## config.mk

```make
export PLATFORM = sky130hd
export DESIGN_NAME = and_share_arbiter
export DESIGN_NICKNAME = d
export VERILOG_FILES = /design/src/rtl/and_share_arbiter.sv
export SDC_FILE = /design/constraint.sdc
export NUM_CORES = 1
export LEC_CHECK = 0
export ABC_CLOCK_PERIOD_IN_PS = 5600
export CAP_MARGIN = 25
export CORE_MARGIN = 2
export CORE_UTILIZATION = 25
export DETAILED_ROUTE_END_ITERATION = 16
export SLEW_MARGIN = 20
export SYNTH_ARGS = -nofsm -noshare
export SYNTH_HDL_FRONTEND = slang
export SYNTH_SLANG_ARGS = --single-unit
```

## constraint.sdc

```tcl
create_clock -name clk -period 5.6 [get_ports clk]
set_clock_uncertainty 0.1 [all_clocks]
set_input_delay 1.12 -clock clk [delete_from_list [all_inputs] [get_ports clk]]
set_output_delay 1.12 -clock clk [all_outputs]
set_load 0.01 [all_outputs]
```

## src/rtl/and_share_arbiter.sv

```systemverilog
// and_share_arbiter: round-robin arbiter sharing one WIDTH-bit bitwise-AND
// unit among NREQ requesters. The AND result and the requester index are
// registered and held under valid/ready backpressure.
// Optional feature macro: AND_ARB_STATS_EN adds a saturating 16-bit grant
// counter on output port txn_cnt.
module and_share_arbiter #(
  parameter int unsigned NREQ  = 4,
  parameter int unsigned WIDTH = 4,
  localparam int unsigned IDW  = (NREQ > 1) ? $clog2(NREQ) : 1
) (
  input  logic                    clk,
  input  logic                    rst,
  input  logic [NREQ-1:0]         req,
  input  logic [NREQ*WIDTH-1:0]   op_a,
  input  logic [NREQ*WIDTH-1:0]   op_b,
  output logic [NREQ-1:0]         gnt,
  output logic                    res_valid,
  output logic [WIDTH-1:0]        res_data,
  output logic [IDW-1:0]          res_id,
  input  logic                    res_ready
`ifdef AND_ARB_STATS_EN
  ,output logic [15:0]            txn_cnt
`endif
);

  typedef enum logic {
    ST_EMPTY = 1'b0,
    ST_FULL  = 1'b1
  } state_e;

  state_e           r_state;
  state_e           w_state_nxt;
  logic [IDW-1:0]   r_rr_ptr;
  logic [WIDTH-1:0] r_res_data;
  logic [IDW-1:0]   r_res_id;

  logic [IDW-1:0]   w_cand;
  logic [IDW-1:0]   w_sel;
  logic             w_found;
  logic             w_can_accept;
  logic             w_grant;
  logic [WIDTH-1:0] w_and;

  // Round-robin search: first pending requester at or after r_rr_ptr, wrapping.
  always_comb begin
    w_found = 1'b0;
    w_sel   = '0;
    w_cand  = '0;
    for (int unsigned k = 0; k < NREQ; k++) begin
      w_cand = IDW'((32'(r_rr_ptr) + k) % NREQ);
      if (!w_found && req[w_cand]) begin
        w_found = 1'b1;
        w_sel   = w_cand;
      end
    end
  end

  // A grant needs a free or draining output register and no reset this cycle.
  always_comb begin
    w_can_accept = (r_state == ST_EMPTY) | res_ready;
    w_grant      = w_found & w_can_accept & ~rst;
    w_and        = op_a[w_sel*WIDTH +: WIDTH] & op_b[w_sel*WIDTH +: WIDTH];
  end

  // One-hot grant, driven combinationally in the request cycle.
  always_comb begin
    gnt = '0;
    if (w_grant) begin
      gnt[w_sel] = 1'b1;
    end
  end

  // FSM state register.
  always_ff @(posedge clk) begin
    if (rst) begin
      r_state <= ST_EMPTY;
    end else begin
      r_state <= w_state_nxt;
    end
  end

  // FSM next state: fill on grant, empty on drain without a new grant.
  always_comb begin
    w_state_nxt = r_state;
    case (r_state)
      ST_EMPTY: begin
        if (w_grant) begin
          w_state_nxt = ST_FULL;
        end
      end
      ST_FULL: begin
        if (res_ready && !w_grant) begin
          w_state_nxt = ST_EMPTY;
        end
      end
      default: w_state_nxt = ST_EMPTY;
    endcase
  end

  // FSM outputs: valid is simply the FULL state.
  always_comb begin
    res_valid = 1'b0;
    if (r_state == ST_FULL) begin
      res_valid = 1'b1;
    end
  end

  // Result register and round-robin pointer; both advance only on a grant.
  always_ff @(posedge clk) begin
    if (rst) begin
      r_res_data <= '0;
      r_res_id   <= '0;
      r_rr_ptr   <= '0;
    end else if (w_grant) begin
      r_res_data <= w_and;
      r_res_id   <= w_sel;
      r_rr_ptr   <= (32'(w_sel) == NREQ - 1) ? '0 : w_sel + IDW'(1);
    end
  end

  assign res_data = r_res_data;
  assign res_id   = r_res_id;

`ifdef AND_ARB_STATS_EN
  logic [15:0] r_txn_cnt;

  // Grant counter, saturating at all-ones.
  always_ff @(posedge clk) begin
    if (rst) begin
      r_txn_cnt <= '0;
    end else if (w_grant && (r_txn_cnt != 16'hFFFF)) begin
      r_txn_cnt <= r_txn_cnt + 16'd1;
    end
  end

  assign txn_cnt = r_txn_cnt;
`endif

endmodule

```

==> qor.yml, run 1 <==
avgViaCountPerCell: 4.81
cp.arrival_ns: 3.46
dp_cells: 172
worstSetupStartpointType: "input pin"
insertion_delay_ns: 0.26
drt_wl_total_um: 2030
synth_area_leaders: "dfxtp_1 (26%), nand2_1 (13%), and2_1 (7.2%)"
rr_worst_depth: 5
period_share_pct: 83.6
met1_usage_pct: 16.7
async_reset_ff_share_pct: 0
whs_path_depth: 2
slew_violations: 0
numCtsBuffers: 3
switching_share_pct: 33.6
crit_required_ns: 4.38
synth_edf_count: 0
gp_congestion: 0.766
die_w_um: 56.7
worst_pin_slew_ns: 0.684
synth_top_area_share_pct: 26.0
initial_core_util_pct: 25.8
layout-drive-gt1-share_pct: 2.07
p_clk_share_pct: 20.9
grt_busiest_layer: "met2"
fmaxAchievable_mhz: 214
path_max_fanout: 7
synth_nets: 137
outcome: "finished clean"
period_minus_slack_ns: 4.68
die_area_um2: 3210
drc: 0
cts_tree: "done"
synth_area_um2: 693
clock_sinks: 9
use_met2_pct: 21.1
setup_viol: 0
irDropWorstVdd_v: 0.0000899
syn2layout_area_growth_pct: 78.9
antenna_found_initial: 0
initialDrtViolationCount: 7
path_class: "input pin to output pin"
grt_start_max_net_pins: 18
setup_tns_ns: 0
grt_use_total_pct: 13.3
hold_violations: 0
max-slew-margin-rel_pct: 54.1
synth.distinct_cells: 24
final_antenna_net_count: 0
internal-power_mw: 0.166
synth_largest_area_cell: "dfxtp_1"
row_count: 19
yosysWarnings: 0
syn_area_per_cell_um2: 7.37
grt_pass1_wl_um: 3330
holdBufCountCts: 0
post_cts_resize_count: 0
core_um2: 2690
ys_ff_latch: 9
antenna_cells: 0
clkSlewWorstSetupHoldPaths_ns: 0.06
clock_path_buffers: 2
rsz0062_at_grt: "false"
maxCapViolations: 0
io_pins: 50
p_leak_nw: 0.512
nets: 189
end_kind: "output pin"
ctsHtreeMaxLevel: 1
num_vias: 847
met3_usage_pct: 3.92
share_comb_of_total_power_pct: 46.2
grt_pass1_vias: 790
syn_inst: 94
p_seq_share_pct: 32.8
dieHeight_um: 56.7
powerDensity_nw_per_um2: 202
clockRootBuffer: "clkbuf_4"
drt-wirelength-per-cell_um: 11.5
port_buffers: 49
ys.flop_type: "dfxtp_1"
hp-class: "flip-flop to flip-flop"
yosysSeqAreaShare_pct: 26.0
postCtsSetupBuffers: 0
grt_overflow: 0
power_switching_mw: 0.0841
dp_hpwl_um: 1710
drt_first_pass_iters: 4
fin_cells: 176
==> routing by layer <==
layer	vias up	share of wire, %
li1	438	-
met1	366	43
met2	41	45
met3	2	10
met4	0	0.94
met5	-	0
==> critical path, stage by stage <==
cell	delay (ns)
clkdlybuf4s50_1	0.47
mux2i_1	0.17
o22ai_1	0.17
nor2_1	0.57
inv_1	0.14
ha_1	0.22
and2_1	0.13
clkdlybuf4s50_1	0.47
==> worst paths after layout <==
check	from	end	slack, ns
setup / recovery	req[2]	gnt[2]	0.92
hold / removal	res_id[0]$_SDFFE_PP0P_	res_id[0]$_SDFFE_PP0P_	0.38
setup reg to reg	r_rr_ptr[1]$_SDFFE_PP0P_	res_data[1]$_SDFFE_PP0P_	3.54
hold reg to reg	res_id[0]$_SDFFE_PP0P_	res_id[0]$_SDFFE_PP0P_	0.38
==> flip-flops by register name, indices dropped and copies added (netlist names) <==
register and cells:
r_rr_ptr 2, r_state 1, res_data 4, res_id 2
==> kinds of logic (layout without fill, tap and decap cells) <==
logic type      Yosys count  in the layout  synth area share, %
compound gates           19             19                 19.9
fa+ha+maj                 4              4                 7.22
buf+inv                   8             59                 4.51
flops                     9              9                 26.0
mux                       5              5                 7.22
simple gates             49             49                 35.2
==> synthesized netlist by cell type, types with 2 or more instances <==
cell,count
nand2_1,24
dfxtp_1,9
and2_1,8
inv_1,6
a21oi_1,5
mux2i_1,5
ha_1,4
o2111ai_1,4
o311a_1,4
or4_1,4
nand2b_1,3
o21ai_0,3
nand3_1,2
nor2_1,2
or3_1,2
==> per-stage QoR <==
| step | util, % | instance area, um^2 | setup slack (ns) | hold WS, ns | total power [mW] |
|---|---|---|---|---|---|
| final | 46.2 | 1240 | 0.917 | 0.381 | 0.250 |
| after global routing | 46.2 | 1240 | 0.665 | 0.398 | 0.272 |
| after CTS | 46.2 | 1240 | 0.896 | 0.379 | 0.254 |
| after detailed placement | 45.2 | 1210 | 0.897 | 0.367 | 0.201 |
| after global placement | 45.2 | 1210 | 0.982 | 0.370 | 0.199 |
| after floorplan | - | 693 | 2.13 | 0.374 | 0.141 |
==> power groups by stage <==
stage | clock network (mW) | registers [mW] | logic [mW]
floorplan | 0 | 0.0848 | 0.0565
global placement | 0 | 0.0830 | 0.116
detailed placement | 0 | 0.0834 | 0.117
CTS | 0.0548 | 0.0821 | 0.118
global route | 0.0582 | 0.0838 | 0.130
finish | 0.0524 | 0.0822 | 0.116
==> cell type report <==
class | instances | area, um^2
Fill cell | 277 | 1450
Clock buffer | 4 | 26.3
Timing Repair Buffer | 49 | 490
Sequential cell | 9 | 180
Multi-Input combinational cell | 77 | 482
Inverter | 6 | 22.5
Tap cell | 31 | 38.8
==> placed cells by master, fill, tap and decap left out, types with 3 or more instances in the layout <==
cell / instances
a21oi_1: 5
and2_1: 8
clkbuf_4: 3
clkdlybuf4s50_1: 49
dfxtp_1: 9
ha_1: 4
inv_1: 6
mux2i_1: 5
nand2_1: 24
nand2b_1: 3
o2111ai_1: 4
o21ai_0: 3
o311a_1: 4
or4_1: 4
Note: power is estimated with default switching activity, not from simulation.
==> run 2, diff against run 1 <==
--- a/config.mk
+++ b/config.mk
@@ -5,7 +5,7 @@
 export SDC_FILE = /design/constraint.sdc
 export NUM_CORES = 1
 export LEC_CHECK = 0
-export ABC_CLOCK_PERIOD_IN_PS = 5600
+export ABC_CLOCK_PERIOD_IN_PS = 4600
 export CAP_MARGIN = 25
 export CORE_MARGIN = 2
 export CORE_UTILIZATION = 25
==> constraint.sdc (replaced) <==
create_clock -name clk -period 4.6 [get_ports clk]
set_clock_uncertainty 0.1 [all_clocks]
set_input_delay 0.92 -clock clk [delete_from_list [all_inputs] [get_ports clk]]
set_output_delay 0.92 -clock clk [all_outputs]
set_load 0.01 [all_outputs]
==> run 2 against run 1 <==
Effect of this change: non-clock buffer count is the same; combinational power is 22% higher; critical path depth unchanged; design area is the same; first-iteration DRC count is 29% lower; critical path type unchanged; highest routed layer unchanged.
==> qor.yml, run 2 (synthesis gave the netlist of run 1 again) <==
seq_area_um2: 180  # unchanged
hold_violations: 0  # unchanged
grt_use_total_pct: 14.1  # was 13.3%
setup_viol: 0  # unchanged
row_count: 19  # unchanged
setup_tns_ns: 0  # unchanged
io_pins: 50  # unchanged
layout-drive-gt1-share_pct: 2.07  # unchanged
grt_pass1_wl_um: 3590  # was 3330 um
drt_first_pass_iters: 4  # unchanged
die_area_um2: 3210  # unchanged
numCtsBuffers: 3  # unchanged
nets: 189  # unchanged
final_common_cell: "clkdlybuf4s50_1"  # unchanged
crit_required_ns: 3.58  # was 4.38 ns
worstSetupStartpointType: "input pin"  # unchanged
final_cell_mix: "clkdlybuf4s50_1 (49), nand2_1 (24), dfxtp_1 (9)"  # unchanged
clkSlewWorstSetupHoldPaths_ns: 0.07  # was 0.06 ns
placement.cell_area_um2: 1210  # unchanged
clock_path_buffers: 2  # unchanged
drc: 0  # unchanged
worst_pin_slew_ns: 0.684  # about the same
fillers: 273  # was 277
dieHeight_um: 56.7  # unchanged
post_cts_resize_count: 0  # unchanged
drt_wl_total_um: 2080  # was 2030 um
die_w_um: 56.7  # unchanged
final_antenna_net_count: 0  # unchanged
ctsHtreeMaxLevel: 1  # unchanged
core_um2: 2690  # unchanged
maxCapViolations: 0  # unchanged
dp_hpwl_um: 1760  # was 1710 um
postCtsSetupBuffers: 0  # unchanged
cpPeakStageDelay_ns: 0.57  # about the same
largest_register_ffs: 4  # unchanged
antenna_found_initial: 0  # unchanged
end_kind: "output pin"  # unchanged
period_minus_slack_ns: 4.29
antenna_cells: 0  # unchanged
num_vias: 857  # was 847
multiInputGateArea_um2: 482  # unchanged
cp_slowest_cell: "nor2_1"  # unchanged
outcome: "finished clean"  # unchanged
crit_path_cell_trace: "clkdlybuf4s50_1, mux2i_1, o22ai_1, nor2_1, inv_1, ha_1, and2_1, clkdlybuf4s50_1"  # unchanged
design_area_um2: 1240  # unchanged
drt-wirelength-per-cell_um: 11.8  # was 11.5 um
gp_congestion: 0.780  # was 0.766
path_max_fanout: 7  # unchanged
port_buffers: 49  # unchanged
grt_overflow: 0  # unchanged
report.power.total_mw: 0.306  # was 0.250 mW
initial_core_util_pct: 25.8  # unchanged
cp_common_cell: "clkdlybuf4s50_1"  # unchanged
irDropWorstVdd_v: 0.000129  # was 0.0000899 V
cts_tree: "done"  # unchanged
powerDensity_nw_per_um2: 247  # was 202 nW/um^2
holdBufCountCts: 0  # unchanged
path_class: "input pin to output pin"  # unchanged
avgViaCountPerCell: 4.87  # was 4.81
slew_violations: 0  # unchanged
clockRootBuffer: "clkbuf_4"  # unchanged
cp.arrival_ns: 3.27  # was 3.46 ns
p_leak_nw: 0.512  # unchanged
insertion_delay_ns: 0.26  # about the same
fmaxAchievable_mhz: 233
cp_num_buf_inv: 3  # unchanged
syn2layout_area_growth_pct: 78.9  # unchanged
rsz0062_at_grt: "false"  # unchanged
initialDrtViolationCount: 5  # was 7
clock_sinks: 9  # unchanged
grt_start_max_net_pins: 18  # unchanged
critPathTopFamily: "buffers and inverters"  # unchanged
max-slew-margin-rel_pct: 54.0  # was 54.1%
period_share_pct: 93.3
hp-class: "flip-flop to flip-flop"  # unchanged
grt_pass1_vias: 885  # was 790
run 2: report_power, final:
part           total (mW)  switching (mW)  internal (mW)
Combinational       0.142          0.0632         0.0789
Clock              0.0642          0.0307         0.0335
Sequential         0.0999         0.00983         0.0900
Total               0.306           0.104          0.202
run 2: tightest hold or removal path, delay by kind of cell, from the launching register on:
kind	cells	cell delay [ns]
flip-flops	1	0.33
AND/OR/NAND/NOR	1	0.06
AO/OA/AOI/OAI	1	0.05
run 2: metrics by stage:
step	utilization, %	hold slack [ns]	instances	worst slack [ns]
2_1_floorplan	-	0.374	94	1.53
3_3_place_gp	45.2	0.368	172	0.381
3_5_place_dp	45.2	0.365	172	0.263
4_1_cts	46.2	0.377	176	0.259
5_1_grt	46.2	0.396	176	0.0387
6_report	46.2	0.380	176	0.307
run 2: worst paths after layout:
| path | startpoint | end | slack (ns) | cells past startpoint |
|---|---|---|---|---|
| worst max-delay path | req[2] | gnt[2] | 0.31 | 8 |
| worst min-delay path | res_id[0]$_SDFFE_PP0P_ | res_id[0]$_SDFFE_PP0P_ | 0.38 | 2 |
| worst max register to register | r_rr_ptr[1]$_SDFFE_PP0P_ | res_data[1]$_SDFFE_PP0P_ | 2.53 | 5 |
| worst min register to register | res_id[0]$_SDFFE_PP0P_ | res_id[0]$_SDFFE_PP0P_ | 0.38 | 2 |
run 2: area by class of cell:
cell class | count | area share (%)
clock buffers | 4 | 2.12
inverters | 6 | 1.82
multi-input cells | 77 | 38.8
flip-flops and latches | 9 | 14.5
well taps | 31 | 3.13
repair buffers | 49 | 39.6
run 2: per-layer routing:
layer / global-route usage (%) / share of wire [%] / vias to the layer above
met5: 0 / 0 / -
met4: 5.10 / 0.48 / 0
met3: 3.23 / 8.4 / 2
met2: 24.8 / 47 / 37
met1: 16.6 / 44 / 380
li1: - / - / 438
